### config.mk
export PLATFORM = sky130hd
export DESIGN_NAME = ifetch16
export DESIGN_NICKNAME = d
export VERILOG_FILES = /design/src/rtl/ifetch16.sv
export SDC_FILE = /design/constraint.sdc
export NUM_CORES = 1
export LEC_CHECK = 0
export BUFFER_PORTS_ARGS = -buffer_cell sky130_fd_sc_hd__buf_2
export CORE_MARGIN = 2
export CORE_UTILIZATION = 55
export CTS_CLUSTER_DIAMETER = 200
export CTS_CLUSTER_SIZE = 25
export DETAILED_ROUTE_END_ITERATION = 8
export GPL_ROUTABILITY_DRIVEN = 1
export GPL_TIMING_DRIVEN = 0
export PLACE_DENSITY = 0.75
export SYNTH_ARGS = -nofsm -noshare
export SYNTH_HDL_FRONTEND = slang
export SYNTH_SLANG_ARGS = --single-unit
export TNS_END_PERCENT = 20
### constraint.sdc
create_clock -name clk -period 2.9 [get_ports clk]
set_input_delay 0.435 -clock clk [delete_from_list [all_inputs] [get_ports clk]]
set_output_delay 0.435 -clock clk [all_outputs]
set_load 0.02 [all_outputs]
### src/rtl/ifetch16.sv
// Instruction supply for the 8-bit core: writable program store plus PC,
// one word per core fetch request, with jump redirect and halt-word detection.
module ifetch16 #(
  parameter int unsigned     AW        = 4,
  parameter logic [AW-1:0]   RST_PC    = '0,
  parameter logic [15:0]     HALT_WORD = 16'hFFFF
) (
  input  logic          clk,
  input  logic          rst,
  input  logic          prog_we,
  input  logic [AW-1:0] prog_addr,
  input  logic [15:0]   prog_data,
  input  logic          run,
  input  logic          req,
  input  logic          jmp,
  input  logic [AW-1:0] jmp_addr,
  output logic [15:0]   inst,
  output logic          vld,
  output logic [AW-1:0] pc,
  output logic          halted,
  output logic          busy
);

  typedef enum logic [1:0] {S_IDLE, S_RUN, S_HALT} state_t;

  state_t        state_q, state_d;
  logic [AW-1:0] pc_q, pc_d;
  logic [15:0]   inst_q, inst_d;
  logic          vld_q, vld_d;

  logic [15:0]   mem_q [2**AW];
  logic [AW-1:0] fetch_addr;
  logic [15:0]   fetch_word;

  // Program store is deliberately left out of reset so a loaded program survives rst.
  always_ff @(posedge clk) begin
    if (prog_we && state_q == S_IDLE) begin
      mem_q[prog_addr] <= prog_data;
    end
  end

  assign fetch_addr = jmp ? jmp_addr : pc_q;
  assign fetch_word = mem_q[fetch_addr];

  always_ff @(posedge clk) begin
    if (rst) begin
      state_q <= S_IDLE;
      pc_q    <= RST_PC;
      inst_q  <= 16'h0000;
      vld_q   <= 1'b0;
    end else begin
      state_q <= state_d;
      pc_q    <= pc_d;
      inst_q  <= inst_d;
      vld_q   <= vld_d;
    end
  end

  always_comb begin
    state_d = state_q;
    pc_d    = pc_q;
    inst_d  = inst_q;
    vld_d   = 1'b0;
    unique case (state_q)
      S_IDLE: begin
        if (run) begin
          pc_d    = RST_PC;
          state_d = S_RUN;
        end
      end
      S_RUN: begin
        if (req) begin
          // The halt word is never delivered; PC parks on it.
          if (fetch_word == HALT_WORD) begin
            pc_d    = fetch_addr;
            state_d = S_HALT;
          end else begin
            inst_d = fetch_word;
            vld_d  = 1'b1;
            pc_d   = fetch_addr + 1'b1;
          end
        end else if (jmp) begin
          pc_d = jmp_addr;
        end
      end
      S_HALT: begin
        if (run) begin
          pc_d    = RST_PC;
          state_d = S_RUN;
        end
      end
      default: state_d = S_IDLE;
    endcase
  end

  assign inst   = inst_q;
  assign vld    = vld_q;
  assign pc     = pc_q;
  assign halted = (state_q == S_HALT);
  assign busy   = (state_q == S_RUN);

endmodule

==> flow_summary.ini <==
[die]
die_x_um = 147
core_area_sq_um = 20100
io_pins = 53
num_rows = 52
initial_core_util_pct = 55.6
fp.dieArea_sq_um = 21500
die_y_um = 147

[place]
io_buffers = 52
globalplace.congestion = 0.818
dp_hpwl_um = 17900
place_inst = 1063
place_area_sq_um = 12100

[outcome]
violations = setup timing
status = finished, violations left

[sta]
fin_skew_ps = 24.5
rsz0062_at_grt = true
worst_slack_ps = -215
finalCritPeriodShare_pct = 107
period_minus_slack_ps = 3120
slew_headroom_pct = 32.6
slew_violations = 0
max_freq_mhz = 321
worstMarginPinSlew_ps = 1010
setup_violations = 21
hold_viol_final = 0

[global_route]
grt_max_degree = 27
overflow = 0
grt_pass1_wl_um = 40200
antenna_found_initial = 0
grt_pass1_vias = 6653
grt_use_total_pct = 25.1

[routing]
drc = 0
first_iter_violations = 739
routed-via-count = 6904
wl_um = 27500
via_per_inst = 6.23
avgRoutedWirePerCell_um = 24.8
drtPass1Iterations = 6
ant_nets = 0

[final_layout]
area_growth_pct = 17.8
layoutNonFillerInstCount = 1109
drive_above_1_share_pct = 25.0
postLayoutCellArea_sq_um = 13200
diodes = 0
nets = 863
fill_cells = 1329

[synthesis]
seq_area_frac_synth_pct = 72.9
syn_inst = 725
synth_seq_cells = 279
synth.avg_cell_area_sq_um = 15.4
synth_warnings = 0
synth_area_sq_um = 11200
postSynthNetCount = 756
synth.distinct_cells = 44

[critical_path]
r2r_slack_ps = -220
path_buf_inv = 4
crit_fanout = 10
path_cells = mux2i_4, buf_4, clkbuf_1, nand2_1, nand3_1, a21oi_1, nor3_2, nand4_1, o31ai_4, buf_6, buf_12, mux2i_1, nor2_1
critPathSlowestCell = clkbuf_1
cp-end-kind = flip-flop
max_stage_delay_ps = 420
worstPathRequired_ps = 3260
path_delay_family = buffers and inverters
cp-start-kind = flip-flop
worst-endpoint-arrival_ps = 3470
critPathKind = flip-flop to flip-flop

[clocking]
cts.root.buffer_cell = clkbuf_16
clk_pin_slew_ps = 100
cts_max_level = 1
insertion_delay_ps = 490
cts_sinks = 279
clk_path_buf_depth = 3
cts_tree = built
cts_made_buffers = 15

[run]
drv.max_cap_violation_count = 0

[worst_hold_path]
hold_class = primary input to flip-flop

[power_and_ir_drop]
p_leak_nw = 4.62
worst_ir_drop_vdd_mv = 0.344
power.density_nw_per_um2 = 572
stage by stage:
step	total power [mW]	hold slack [ps]	setup TNS [ps]	worst slack (ps)	util (%)
floorplan	5.00	533	-296	-42.3	-
global placement	5.22	456	-109280	-1490	58.8
detailed placement	5.26	456	-36030	-1720	60.2
CTS	7.48	275	-557	-71.4	64.7
global route	7.73	312	-4880	-282	65.5
finish	7.54	285	-3200	-215	65.5
cell type report:
class	instances	area, sq um	area share [%]
repair buffers	90	751	5.70
clock inverters	1	30.0	0.228
clock buffers	23	405	3.08
plain buffers	37	344	2.61
inverters	4	20.0	0.152
flip-flops and latches	279	8150	61.9
well taps	270	338	2.57
multi-input cells	405	3130	23.7
power by group:
part / internal [mW] / leakage [nW] / switching, mW
sequential: 4.44 / 2.50 / 0.0238
clock: 0.995 / 0.206 / 1.20
combinational: 0.342 / 1.91 / 0.532
total: 5.78 / 4.62 / 1.76
synthesized netlist by cell type (all sizes together):
library cell	number	area share [%]
o22ai	8	0.45
xnor2	1	0.078
or4	1	0.067
o21a	2	0.13
nand2	77	2.6
o21ba	1	0.090
nor2b	4	0.22
o31ai	3	0.29
or3	3	0.17
a21oi	31	1.4
o21ai	5	0.22
ha	1	0.11
a31oi	2	0.11
a32o	2	0.18
buf	20	1.5
and2	1	0.056
nor2	34	1.1
a21boi	1	0.067
nand3b	1	0.067
inv	3	0.10
nor4	4	0.22
nand3	37	1.7
mux2	1	0.10
nand2b	6	0.34
edfxtp	256	69
clkinv	1	0.078
nand4	3	0.17
nor4b	1	0.078
nor4bb	1	0.090
a221oi	1	0.078
o221ai	31	2.4
mux2i	129	12
nor3	13	0.58
clkbuf	17	0.57
dfxtp	23	4.1
layer usage:
layer  part of all wire, %  GRT usage (%)  routed length [um]
met1                    40           35.5               11000
met2                    47           39.1               12900
met3                   9.3           4.16                2550
met4                   3.9           10.6                1080
met5                     0              0                   0
registers in the layout (all words and copies together) (netlist names):
| register | count |
|---|---|
| pc | 4 |
| inst | 16 |
| vld | 1 |
| state_q | 2 |
| mem_q | 256 |
kinds of logic after synthesis:
family | Yosys count | share of synthesized area [%]
flip-flops | 279 | 72.9
AND/OR/NAND/NOR | 186 | 7.44
multiplexers | 130 | 11.8
AO/OA/AOI/OAI | 87 | 5.44
buffers and inverters | 41 | 2.27
XOR/XNOR | 1 | 0.0784
adder cells (fa/ha/maj) | 1 | 0.112
final timing paths:
check,start,to,cells past startpoint
worst max register to register,pc[1],inst[5],13
worst max-delay path,pc[1],inst[5],13
worst min-delay path,rst,pc[0],4
worst min register to register,inst[0],inst[0],2
placed cells by master (no fill, tap or decap), types with 2 or more instances in the layout:
master       n
buf_2       55
dfxtp_1     20
o31ai_4      2
buf_4       17
a31oi_1      2
or3_1        3
nand3_1     37
nor2b_1      4
o221ai_2    22
nor4_1       2
a32o_1       2
buf_12       7
o221ai_1     9
clkbuf_1    12
buf_8       13
inv_1        2
mux2i_1    123
mux2i_2      3
clkbuf_16   17
o21ai_1      3
nor3_2      11
a21oi_1     27
clkbuf_2     7
o22ai_2      3
edfxtp_1   256
mux2i_4      3
nand2_1     77
o21a_1       2
nor2_2      12
buf_6       16
nor2_1      22
dfxtp_2      2
nand2b_1     6
a21oi_2      4
o22ai_1      5
o21ai_0      2
nand4_1      3
clkbuf_4     4
timing repair:
action	CTS	global route
setup buffers	16	3
hold buffers	0	0
pin swaps	13	13
resized for setup	72	21
setup endpoints to repair	23	23
cloned	1	2
worst reg2reg max path, stage by stage, from the launching register on:
cell and delay [ps]:
dfxtp_2 360, mux2i_4 220, buf_4 200, clkbuf_1 420, nand2_1 120, nand3_1 120, a21oi_1 100, nor3_2 260
nand4_1 270, o31ai_4 330, buf_6 170, buf_12 150, mux2i_1 230, nor2_1 60
Power figures use the tool's default switching activity.
